--- src/rtl/i2c_report_pkg.sv ---
// Shared types and constants for the I2C report controller.
// Status byte layout: {new_data, overrun, 1'b0, seq[4:0]}.
package i2c_report_pkg;

    typedef enum logic [1:0] {
        UNLOCKED,
        LOCKED,
        COMMIT
    } lock_state_e;

    localparam int unsigned ST_NEW         = 7;
    localparam int unsigned ST_OVR         = 6;
    localparam int unsigned ST_SEQ_MSB     = 4;
    localparam int unsigned BYTES_PER_READ = 3;

    function automatic logic [7:0] pack_status(input logic       new_data,
                                               input logic       overrun,
                                               input logic [4:0] seq);
        logic [7:0] s;
        s                 = '0;
        s[ST_NEW]         = new_data;
        s[ST_OVR]         = overrun;
        s[ST_SEQ_MSB:0]   = seq;
        return s;
    endfunction

endpackage

--- src/rtl/i2c_lock_timer.sv ---
// Up-counter bounding how long a read may hold the snapshot lock.
// clr reloads zero; expire pulses on the counting cycle that reaches LIMIT-1.
module i2c_lock_timer #(
    parameter int unsigned LIMIT = 100000,
    localparam int unsigned W    = $clog2(LIMIT)
) (
    input  logic clk,
    input  logic rst_n,
    input  logic clr,
    input  logic en,
    output logic expire
);

    localparam logic [W-1:0] LAST = W'(LIMIT - 1);

    logic [W-1:0] cnt_q;

    always_ff @(posedge clk or negedge rst_n) begin
        if (!rst_n) begin
            cnt_q <= '0;
        end else if (clr) begin
            cnt_q <= '0;
        end else if (en) begin
            cnt_q <= cnt_q + W'(1);
        end
    end

    assign expire = en && !clr && (cnt_q == LAST);

endmodule

--- src/rtl/i2c_report_ctrl.sv ---
// Live/pending/snapshot register set feeding a 3-byte read-only I2C slave.
// The snapshot is frozen while a read is in flight; updates arriving meanwhile are committed after.
module i2c_report_ctrl
    import i2c_report_pkg::*;
#(
    parameter int unsigned TIMEOUT_CYCLES = 100000,
    parameter int unsigned SEQ_W          = 5
) (
    input  logic       clk,
    input  logic       rst_n,
    input  logic       upd_valid,
    input  logic [7:0] upd_x,
    input  logic [7:0] upd_y,
    input  logic       i2c_start,
    input  logic       i2c_byte_done,
    input  logic       i2c_stop,
    output logic [7:0] snap_x,
    output logic [7:0] snap_y,
    output logic [7:0] snap_status,
    output logic       data_rdy,
    output logic       locked
);

    lock_state_e      state_q;
    logic [7:0]       live_x_q, live_y_q, pend_x_q, pend_y_q;
    logic [SEQ_W-1:0] seq_q, pend_cnt_q;
    logic             new_data_q, overrun_q, pend_valid_q;
    logic [1:0]       byte_cnt_q;
    logic [7:0]       snap_x_q, snap_y_q, snap_status_q;

    logic             in_lock, start_idle, restart;
    logic             take_live, take_pend, status_done, expire, commit_go;
    logic [7:0]       pend_x_d, pend_y_d;
    logic [SEQ_W-1:0] pend_cnt_d;
    logic             pend_valid_d;

    assign in_lock     = (state_q == LOCKED);
    assign start_idle  = (state_q == UNLOCKED) && i2c_start;
    assign restart     = in_lock && i2c_start;
    assign take_live   = upd_valid && (((state_q == UNLOCKED) && !i2c_start) ||
                                       (state_q == COMMIT));
    assign take_pend   = upd_valid && (start_idle || in_lock);
    assign status_done = in_lock && !i2c_start && i2c_byte_done &&
                         (byte_cnt_q == 2'(BYTES_PER_READ - 1));
    assign commit_go   = in_lock && !i2c_start && (i2c_stop || expire);

    i2c_lock_timer #(
        .LIMIT (TIMEOUT_CYCLES)
    ) u_lock_timer (
        .clk    (clk),
        .rst_n  (rst_n),
        .clr    (!in_lock || i2c_start),
        .en     (in_lock && !i2c_start),
        .expire (expire)
    );

    // Pending view including this cycle's update, so a stop can commit it on the same edge.
    always_comb begin
        pend_x_d     = pend_x_q;
        pend_y_d     = pend_y_q;
        pend_cnt_d   = pend_cnt_q;
        pend_valid_d = pend_valid_q;
        if (take_pend) begin
            pend_x_d     = upd_x;
            pend_y_d     = upd_y;
            pend_cnt_d   = pend_cnt_q + SEQ_W'(1);
            pend_valid_d = 1'b1;
        end
    end

    always_ff @(posedge clk or negedge rst_n) begin
        if (!rst_n) begin
            state_q       <= UNLOCKED;
            live_x_q      <= '0;
            live_y_q      <= '0;
            pend_x_q      <= '0;
            pend_y_q      <= '0;
            seq_q         <= '0;
            pend_cnt_q    <= '0;
            new_data_q    <= 1'b0;
            overrun_q     <= 1'b0;
            pend_valid_q  <= 1'b0;
            byte_cnt_q    <= '0;
            snap_x_q      <= '0;
            snap_y_q      <= '0;
            snap_status_q <= '0;
        end else begin
            if (!in_lock) begin
                snap_x_q      <= live_x_q;
                snap_y_q      <= live_y_q;
                snap_status_q <= pack_status(new_data_q, overrun_q, seq_q);
            end

            // Later assignments win: the byte-3 flag clear is applied before any new flag set.
            if (status_done) begin
                new_data_q <= 1'b0;
                overrun_q  <= 1'b0;
            end
            if (take_pend && pend_valid_q) overrun_q <= 1'b1;
            if (expire) overrun_q <= 1'b1;

            if (take_live) begin
                live_x_q   <= upd_x;
                live_y_q   <= upd_y;
                seq_q      <= seq_q + SEQ_W'(1);
                new_data_q <= 1'b1;
            end

            pend_x_q     <= pend_x_d;
            pend_y_q     <= pend_y_d;
            pend_cnt_q   <= pend_cnt_d;
            pend_valid_q <= pend_valid_d;
            if (commit_go) begin
                if (pend_valid_d) begin
                    live_x_q   <= pend_x_d;
                    live_y_q   <= pend_y_d;
                    seq_q      <= seq_q + pend_cnt_d;
                    new_data_q <= 1'b1;
                end
                pend_cnt_q   <= '0;
                pend_valid_q <= 1'b0;
            end

            if (start_idle || restart) begin
                byte_cnt_q <= '0;
            end else if (in_lock && i2c_byte_done && byte_cnt_q != 2'(BYTES_PER_READ)) begin
                byte_cnt_q <= byte_cnt_q + 2'd1;
            end

            unique case (state_q)
                UNLOCKED: if (i2c_start) state_q <= LOCKED;
                LOCKED:   if (commit_go) state_q <= COMMIT;
                COMMIT:   state_q <= UNLOCKED;
                default:  state_q <= UNLOCKED;
            endcase
        end
    end

    assign snap_x      = snap_x_q;
    assign snap_y      = snap_y_q;
    assign snap_status = snap_status_q;
    assign data_rdy    = new_data_q;
    assign locked      = (state_q != UNLOCKED);

endmodule

--- config.mk ---
export PLATFORM = sky130hd
export DESIGN_NAME = i2c_report_ctrl
export DESIGN_NICKNAME = d
export VERILOG_FILES = /design/src/rtl/i2c_report_pkg.sv /design/src/rtl/i2c_lock_timer.sv /design/src/rtl/i2c_report_ctrl.sv
export SDC_FILE = /design/constraint.sdc
export NUM_CORES = 1
export LEC_CHECK = 0
export CAP_MARGIN = 20
export CORE_ASPECT_RATIO = 1.4
export CORE_MARGIN = 3
export CORE_UTILIZATION = 35
export DETAILED_ROUTE_END_ITERATION = 8
export GPL_ROUTABILITY_DRIVEN = 0
export PLACE_DENSITY = 0.6
export REMOVE_ABC_BUFFERS = 1
export SYNTH_ARGS = -nofsm -noshare
export SYNTH_HDL_FRONTEND = slang
export SYNTH_SLANG_ARGS = --single-unit
--- constraint.sdc ---
create_clock -name clk -period 4.7 [get_ports clk]
set_clock_uncertainty 0.2 [all_clocks]
set_input_delay 0.94 -clock clk [delete_from_list [all_inputs] [get_ports clk]]
set_output_delay 0.94 -clock clk [all_outputs]
set_load 0.02 [all_outputs]
==> reports/results.ini, run 1 <==
[layout]
final_cells=532
area_growth_pct=20.6
regArea_um2=2230
final_nets=416
finish.utilization_pct=43.3
multi_input_area_um2=1730
fill_cells=1064
antenna_cells=0
drive_above_1_share_pct=18.0

[route]
drc=0
drtIter0Drc=82
via_per_inst=4.96
wl_met2_um=4090
met3_wirelength_um=199
highest_layer=met4
antenna_left=0
wl_per_cell_um=14.6
firstDrtPassIters=4
vias=2640
finalWirelength_um=7790
wl_met1_um=3330

[timing]
drv_slew=0
tightest_slew_ns=0.905
finalHoldViolations=0
tns_ns=0
rsz0062_at_grt=false
max_freq_mhz=281
max-slew-margin-rel_pct=39.6
fin_crit_sh_pct=75.7
setup_viol=0
finalCriticalPeriod_ns=3.56

[clock_network]
clk_latency_ns=0.34
clk_path_buf_depth=2
clock-root-buffer=clkbuf_16
cts_resized=0
cts.reportedPaths.clkPinSlew_ns=0.07
cts_buffers=9
cts_max_level=3
postCtsHoldBufs=0
cts_tree=done
cts_sinks=89
cts_setup_buffers=0

[synthesis]
seq_area_frac_synth_pct=54.7
synth_top_cells_by_count=dfrtp_1, mux2_2, nand2_1
synth_edf_count=0
async_flop_share_pct=100
synth_seq_cells=89
synthFlopType=dfrtp_1
synth.most_common_cell=dfrtp_1
synth_top_area_share_pct=54.7
synth_cells=338
yosysTopAreaCell=dfrtp_1
ys_warn_count=0
yosys-top-cells-area=dfrtp_1, mux2_2, mux2i_1
syn_area_um2=4070
yosys.cell_types.count=49
syn_avg_cell_area_um2=12.0

[status]
status=completed

[run]
max_cap_violations=0

[floorplanning]
initial_core_util_pct=35.9
core.rowCount=46
dieHeight_um=134
core_um2=11300
dieWidth_um=97.1
ioPinCount=48
dieArea_um2=13000

[critical_path]
crit_fanout=20
critPathBufInv=1
path_class=input pin to register
crit_family=simple AND/OR/NAND/NOR gates
endpoint_kind=register
cp_data_arrival_time_ns=3.58
path_cells=clkdlybuf4s50_1 > nor2_1 > or2_4 > xnor2_1 > ha_1 > fa_1 > nand3_1 > nand2_1 > a31o_1 > o22a_1 > xor2_1
cp_slowest_stage_delay_ns=0.53
start_kind=input pin
crit_required_ns=4.72
critical-path-slowest-cell=clkdlybuf4s50_1

[grt]
grt_pass1_vias=2707
grt_start_max_net_pins=73
grt_pass1_wl_um=13200
track_usage_pct=12.5
overflow=0
antenna_found_initial=0

[power]
p_leak_nw=2.15
power.density_nw_per_um2=497
ir_worst_vdd_mv=0.201

[placed_design]
dp.cells=516
io_buffers=46
dp_hpwl_um=5180

[hold_path]
hold_class=register to register

[area by class of cell]
type / count / area share [%]
multi-input cells: 229 / 35.2
inverters: 5 / 0.383
well taps: 144 / 3.67
clock inverters: 7 / 0.969
flip-flops and latches: 89 / 45.4
repair buffers: 49 / 9.79
clock buffers: 9 / 4.59
[per-stage QoR]
| step | area [µm²] | total power [W] | hold WS [ns] | setup slack, ns |
|---|---|---|---|---|
| global placement | 4630 | 0.00179 | 0.262 | 0.889 |
| finish | 4910 | 0.00244 | 0.289 | 1.14 |
| floorplan | 3970 | 0.00150 | 0.238 | 0.880 |
| global route | 4910 | 0.00259 | 0.312 | 0.921 |
| detailed placement | 4630 | 0.00181 | 0.281 | 0.783 |
| CTS | 4910 | 0.00248 | 0.291 | 1.14 |
[state kept, by name, indices dropped and copies added (netlist names)]
name	flops
u_lock_timer.cnt_q	17
live_x_q	8
live_y_q	8
pend_x_q	8
pend_y_q	8
snap_x	8
snap_y	8
snap_status	7
pend_cnt_q	5
seq_q	5
byte_cnt_q	2
state_q	2
data_rdy	1
overrun_q	1
pend_valid_q	1
[worst register-to-register path, delay by kind of cell (launching register included)]
family	cells	cell delay (ns)
DFF	1	0.48
xor gates and xnor gates	2	0.34
AOI/OAI and AO/OA	2	0.40
and+or+nand+nor	4	0.74
adders and majority gates	2	0.63
[logic make-up after synthesis]
| group | after synthesis | synth area share (%) |
|---|---|---|
| DFF | 89 | 54.7 |
| muxes | 57 | 15.3 |
| buffers and inverters | 20 | 2.89 |
| xor gates and xnor gates | 24 | 5.17 |
| and+or+nand+nor | 98 | 12.7 |
| AOI/OAI and AO/OA | 38 | 5.63 |
| other | 1 | 0.0922 |
| adders and majority gates | 11 | 3.57 |
[cells in the final DEF, fill, tap and decap left out, types with 2 or more instances in the layout]
master	n
clkinv_2	3
nand4_1	4
and3_1	2
xor2_1	11
buf_4	4
nand3_1	9
clkinv_4	2
nor3_1	3
nor2b_1	4
clkbuf_16	9
a21oi_1	9
xnor2_1	13
and4_1	2
ha_1	10
dfrtp_1	89
nand2b_1	2
o21ai_0	21
nor2_1	23
inv_1	5
mux2i_1	17
clkinvlp_4	2
and4bb_2	2
and2_1	2
clkdlybuf4s50_1	45
nand2_1	32
mux2_2	39
[power breakdown]
group          switching [W]  leakage (nW)  total (W)  internal [W]
clock network       0.000298         0.131   0.000655      0.000357
registers           0.000122          1.10    0.00108      0.000954
logic               0.000339         0.919   0.000706      0.000368
total               0.000759          2.15    0.00244       0.00168
[metal layers]
metal	GRT usage, %	vias up
met5	0	-
met4	6.17	0
met3	2.25	14
met2	21.5	35
met1	15.1	1340
li1	-	1251
[final timing paths]
| kind | startpoint | end | slack, ns | cells after the start |
|---|---|---|---|---|
| setup / recovery | i2c_start | seq_q[4] | 1.14 | 11 |
| max in group asynchronous | rst_n | snap_x[3] | 2.98 | 2 |
| hold reg to reg | u_lock_timer.cnt_q[0] | u_lock_timer.cnt_q[0] | 0.29 | 1 |
| hold / removal | u_lock_timer.cnt_q[0] | u_lock_timer.cnt_q[0] | 0.29 | 1 |
| min in group asynchronous | rst_n | snap_x[2] | 0.51 | 1 |
| setup reg to reg | state_q[1] | seq_q[4] | 1.81 | 10 |
No activity file was read; power rests on OpenSTA's default activity.
==> inputs of run 2 (changes only) <==
--- a/config.mk
+++ b/config.mk
@@ -11,7 +11,7 @@
 export CORE_UTILIZATION = 35
 export DETAILED_ROUTE_END_ITERATION = 8
 export GPL_ROUTABILITY_DRIVEN = 0
-export PLACE_DENSITY = 0.6
+export PLACE_DENSITY = 0.62
 export REMOVE_ABC_BUFFERS = 1
 export SYNTH_ARGS = -nofsm -noshare
 export SYNTH_HDL_FRONTEND = slang
==> constraint.sdc (replaced) <==
create_clock -name clk -period 3.2 [get_ports clk]
set_clock_uncertainty 0.2 [all_clocks]
set_input_delay 0.64 -clock clk [delete_from_list [all_inputs] [get_ports clk]]
set_output_delay 0.64 -clock clk [all_outputs]
set_load 0.02 [all_outputs]
==> run 2 against run 1 <==
Sequential share of layout area down 1.4 points; critical path type unchanged; worst setup slack got worse by 0.84 ns; register-to-register slack worse by 1.3 ns.
==> reports/results.ini, run 2 (synthesis gave the netlist of run 1 again) <==
[timing]
setup_viol=0  ; unchanged
finalHoldViolations=0  ; unchanged
drv_slew=0  ; unchanged
tightest_slew_ns=0.557  ; was 0.905 ns
fin_ws_ns=0.296  ; was 1.14 ns
fin_crit_sh_pct=90.8
max-slew-margin-rel_pct=62.7  ; was 39.6%
finalCriticalPeriod_ns=2.90
max_freq_mhz=344
holdWs_ns=0.00774  ; was 0.289 ns
rsz0062_at_grt=false  ; unchanged

[route]
antenna_left=0  ; unchanged
vias=2623  ; was 2640
wl_per_cell_um=14.6  ; about the same
firstDrtPassIters=4  ; unchanged
via_per_inst=4.85  ; was 4.96
drtIter0Drc=106  ; was 82
drc=0  ; unchanged
finalWirelength_um=7880  ; was 7790 µm

[clock_network]
cts_tree=done  ; unchanged
cts_max_level=3  ; unchanged
cts_resized=0  ; unchanged
clk_latency_ns=0.34  ; about the same
clock-root-buffer=clkbuf_16  ; unchanged
cts_sinks=89  ; unchanged
cts_setup_buffers=0  ; unchanged
cts.reportedPaths.clkPinSlew_ns=0.06  ; was 0.07 ns
cts_buffers=9  ; unchanged
postCtsHoldBufs=0  ; unchanged
clk_path_buf_depth=2  ; unchanged

[power]
clockPowerShare_pct=30.1  ; was 26.9%
combPwrFrac_pct=28.3  ; was 29.0%
ir_worst_vdd_mv=0.349  ; was 0.201 mV
p_leak_nw=2.23  ; was 2.15 nW
seqPwrFrac_pct=41.6  ; was 44.2%
swShare_pct=29.0  ; was 31.1%
power.switching_w=0.00110  ; was 0.000759 W
power.density_nw_per_um2=752  ; was 497 nW/µm²
internal_power_w=0.00270  ; was 0.00168 W
p_total_w=0.00380  ; was 0.00244 W

[run]
max_cap_violations=0  ; unchanged

[layout]
final_common_cell=dfrtp_1  ; unchanged
antenna_cells=0  ; unchanged
drive_above_1_share_pct=19.6  ; was 18.0%
layout_common_cells=dfrtp_1, clkdlybuf4s50_1, mux2_2, nand2_1, nor2_1  ; unchanged
largest_reg_flops=17  ; unchanged
finish.utilization_pct=44.6  ; was 43.3%
regMostFlops=u_lock_timer.cnt_q  ; unchanged
final_nets=425  ; was 416
area_growth_pct=24.3  ; was 20.6%

[critical_path]
crit_fanout=4  ; was 20
cp_data_arrival_time_ns=2.92  ; was 3.58 ns
start_kind=input pin  ; unchanged
r2r_setup_slack_ns=0.53  ; was 1.81 ns
endpoint_kind=register  ; unchanged
crit_required_ns=3.22  ; was 4.72 ns
path_class=input pin to register  ; unchanged

[floorplanning]
dieArea_um2=13000  ; unchanged
core_um2=11300  ; unchanged
dieHeight_um=134  ; unchanged
initial_core_util_pct=35.9  ; unchanged
dieWidth_um=97.1  ; unchanged
ioPinCount=48  ; unchanged
core.rowCount=46  ; unchanged

[placed_design]
dp_hpwl_um=5410  ; was 5180 µm
dp_slack_ns=-0.0469  ; was 0.783 ns
io_buffers=46  ; unchanged

[grt]
grt_pass1_vias=2851  ; was 2707
overflow=0  ; unchanged
grt_pass1_wl_um=13900  ; was 13200 µm
track_usage_pct=13.5  ; was 12.5%
antenna_found_initial=0  ; unchanged
grt_start_max_net_pins=64  ; was 73

[hold_path]
hold_class=input pin to async pin  ; was register to register

[status]
status=completed  ; unchanged

## run 2: changes by cell type in the layout (fill, tap and decap cells not counted), sizes merged
cell,change
clkbuf,+3
clkinv,-5
bufinv,+2
buf,+9
## run 2: final cells by class
cell class / instances / area, µm²
multi-input cells: 229 / 1730
repair buffers: 58 / 573
well taps: 144 / 180
clock inverters: 4 / 75.1
inverters: 5 / 18.8
clock buffers: 12 / 256
flip-flops and latches: 89 / 2230
fillers: 1055 / 6280
## run 2: power by group through the flow
stage          logic, W  registers, W  clock network, W
3_3_place_gp    0.00107       0.00160                 0
3_5_place_dp    0.00109       0.00161                 0
2_1_floorplan  0.000504       0.00170                 0
5_1_grt         0.00119       0.00163           0.00123
6_report        0.00107       0.00158           0.00115
4_1_cts         0.00109       0.00159           0.00118
## run 2: per-layer routing
metal  routed length [µm]  share of wire, %  GRT usage [%]  vias to the layer above
met5                    0                 0              0                        -
met4                  201               2.5           6.40                        0
met3                  203               2.6           2.93                       14
met2                 4220                54           24.2                       32
met1                 3250                41           15.1                     1305
li1                     -                 -              -                     1272
## run 2: worst max-delay path, cell delays in order
cell and delay (ns):
clkdlybuf4s50_1 0.52, nand2b_4 0.07, or2_4 0.27, xnor2_1 0.14
ha_1 0.21, fa_1 0.39, nand3_1 0.10, nand2_1 0.07
a31o_1 0.21, o22a_1 0.16, xor2_1 0.14
## run 2: metrics by stage
stage / std cells / setup TNS (ns) / area (µm²)
floorplan: 323 / -10.55 / 3970
global placement: 525 / -0.0271 / 4730
detailed placement: 525 / -0.0469 / 4730
CTS: 541 / 0 / 5060
global route: 541 / 0 / 5060
finish: 541 / 0 / 5060
## run 2: worst paths after layout
kind | cells past startpoint | from | to
min in group clk | 1 | seq_q[4] | seq_q[4]
min | 1 | rst_n | snap_x[7]
max | 11 | upd_valid | seq_q[4]
max in group asynchronous | 2 | rst_n | state_q[1]
max reg2reg | 10 | state_q[1] | seq_q[4]
min reg2reg | 1 | seq_q[4] | seq_q[4]
==> inputs of run 3 (changes only) <==
--- a/config.mk
+++ b/config.mk
@@ -7,7 +7,6 @@
 export LEC_CHECK = 0
 export CAP_MARGIN = 20
 export CORE_ASPECT_RATIO = 1.4
-export CORE_MARGIN = 3
 export CORE_UTILIZATION = 35
 export DETAILED_ROUTE_END_ITERATION = 8
 export GPL_ROUTABILITY_DRIVEN = 0
==> constraint.sdc (replaced) <==
create_clock -name clk -period 2.5 [get_ports clk]
set_clock_uncertainty 0.2 [all_clocks]
set_input_delay 0.5 -clock clk [delete_from_list [all_inputs] [get_ports clk]]
set_output_delay 0.5 -clock clk [all_outputs]
set_load 0.02 [all_outputs]
==> run 3 against run 2 <==
Cell count grew 2.4%; highest routed layer unchanged; critical path type is now register to primary output; critical path depth down 8; global-route usage rose by 1.4 points; sequential power rose by 28%; critical endpoint is now locked; register-to-register slack worse by 0.45 ns; cell area rose by 3.5%; power grew 31%.
==> reports/results.ini, run 3 (synthesis gave the netlist of run 1 again) <==
[timing]
rsz0062_at_grt=false  ; unchanged
drv_slew=0  ; unchanged
max-slew-margin-rel_pct=65.2  ; was 62.7%
max_freq_mhz=413
setup_viol=0  ; unchanged
fin_crit_sh_pct=96.9
finalCriticalPeriod_ns=2.42
finalHoldViolations=0  ; unchanged
tightest_slew_ns=0.522  ; was 0.557 ns

[placed_design]
io_buffers=46  ; unchanged
dp.cells=537  ; was 525
dp_hpwl_um=5640  ; was 5410 µm

[hold_path]
hold_class=register to register  ; was input pin to async pin
hold_depth=1

[critical_path]
crit_required_ns=1.80  ; was 3.22 ns
cp.depth=3  ; was 11
cp_data_arrival_time_ns=1.72  ; was 2.92 ns
endpoint_kind=primary output  ; was register
path_cells=buf_4 > or2_2 > clkdlybuf4s50_1  ; was clkdlybuf4s50_1 > nand2b_4 > or2_4 > xnor2_1 > ha_1 > fa_1 > nand3_1 > nand2_1 > a31o_1 > o22a_1 > xor2_1
start_kind=register  ; was input pin
crit_fanout=8  ; was 4
crit_family=buffers and inverters  ; was adder cells
path_class=register to primary output  ; was input pin to register
ff2ff_path_depth=11  ; was 10
cp_slowest_stage_delay_ns=0.54  ; was 0.52 ns
critPathBufInv=2  ; was 1
critical-path-slowest-cell=clkdlybuf4s50_1  ; unchanged

[power]
power.switching_w=0.00147  ; was 0.00110 W
ir_worst_vdd_mv=0.357  ; was 0.349 mV
swShare_pct=29.6  ; was 29.0%
seqPwrFrac_pct=40.9  ; was 41.6%
combPwrFrac_pct=30.3  ; was 28.3%
p_total_w=0.00496  ; was 0.00380 W
p_leak_nw=2.31  ; was 2.23 nW
power.density_nw_per_um2=948  ; was 752 nW/µm²
internal_power_w=0.00350  ; was 0.00270 W
clockPowerShare_pct=28.8  ; was 30.1%

[floorplanning]
dieHeight_um=130  ; was 134 µm
dieWidth_um=93.1  ; was 97.1 µm
initial_core_util_pct=35.9  ; unchanged
core_um2=11300  ; unchanged
ioPinCount=48  ; unchanged
core.rowCount=46  ; unchanged
dieArea_um2=12100  ; was 13000 µm²

[route]
firstDrtPassIters=4  ; unchanged
antenna_left=0  ; unchanged
wl_per_cell_um=14.7  ; was 14.6 µm
drtIter0Drc=106  ; unchanged
via_per_inst=4.90  ; was 4.85
drc=0  ; unchanged
vias=2715  ; was 2623
finalWirelength_um=8170  ; was 7880 µm

[grt]
grt_pass1_wl_um=13700  ; was 13900 µm
grt_pass1_vias=2837  ; was 2851
antenna_found_initial=0  ; unchanged
track_usage_pct=14.9  ; was 13.5%
overflow=0  ; unchanged
grt_start_max_net_pins=41  ; was 64

[layout]
layout_common_cells=dfrtp_1, clkdlybuf4s50_1, mux2_2, nand2_1, buf_4  ; was dfrtp_1, clkdlybuf4s50_1, mux2_2, nand2_1, nor2_1
area_growth_pct=28.7  ; was 24.3%
final_common_cell=dfrtp_1  ; unchanged
antenna_cells=0  ; unchanged
final_cells=554  ; was 541
regMostFlops=u_lock_timer.cnt_q  ; unchanged
drive_above_1_share_pct=24.6  ; was 19.6%
largest_reg_flops=17  ; unchanged
final_nets=439  ; was 425

[clock_network]
clk_path_buf_depth=2  ; unchanged
cts_max_level=3  ; unchanged
cts_tree=done  ; unchanged
clk_latency_ns=0.34  ; about the same
clock-root-buffer=clkbuf_16  ; unchanged
cts_sinks=89  ; unchanged
cts_buffers=9  ; unchanged
cts.reportedPaths.clkPinSlew_ns=0.06  ; about the same

[run]
max_cap_violations=0  ; unchanged

[status]
status=completed  ; unchanged

==> run 3: power groups by stage <==
| stage | sequential (W) | combinational [W] | clock (W) |
|---|---|---|---|
| detailed placement | 0.00205 | 0.00145 | 0 |
| global placement | 0.00204 | 0.00141 | 0 |
| global route | 0.00208 | 0.00166 | 0.00154 |
| floorplan | 0.00218 | 0.000646 | 0 |
| CTS | 0.00203 | 0.00147 | 0.00147 |
| finish | 0.00203 | 0.00150 | 0.00143 |
==> run 3: metrics by stage <==
step           setup WS, ns  setup TNS [ns]  cell area [µm²]  hold WS [ns]  utilization [%]
3_3_place_gp         -0.558           -4.15             4840         0.260             42.7
4_1_cts             0.00556               0             5190         0.285             45.8
2_1_floorplan         -1.32          -33.76             3970       0.00441                -
6_report             0.0774               0             5240         0.273             46.2
5_1_grt              0.0156               0             5240         0.288             46.2
3_5_place_dp         -0.629           -4.77             4840         0.276             42.7
==> run 3: path summary, 6_finish.rpt <==
check	startpoint	end	slack, ns
worst min register to register	seq_q[4]	seq_q[4]	0.27
worst min-delay path	seq_q[4]	seq_q[4]	0.27
worst max-delay path	state_q[1]	locked	0.08
min in group asynchronous	rst_n	snap_x[4]	0.49
max in group asynchronous	rst_n	u_lock_timer.cnt_q[0]	1.04
worst max register to register	state_q[1]	seq_q[4]	0.08
==> run 3: layout make-up <==
class,instances,area [µm²]
Fill cell,1039,6100
Inverter,5,18.8
Sequential cell,89,2230
Tap cell,144,180
Clock inverter,5,80.1
Timing Repair Buffer,72,703
Multi-Input combinational cell,229,1790
Clock buffer,10,239
==> run 3: layer usage <==
metal  part of all wire, %  GRT usage (%)
met1                    41           17.0
met3                   3.0           4.28
met2                    53           25.6
met5                     0              0
met4                   2.6           6.97
==> run 3: timing repair <==
item	in CTS	in global routing
hold buffers	1	0
setup endpoints to repair	2	1
buffers inserted	1	0
hold endpoints to repair	37	0
pin swaps	2	7
gates resized for setup	6	9
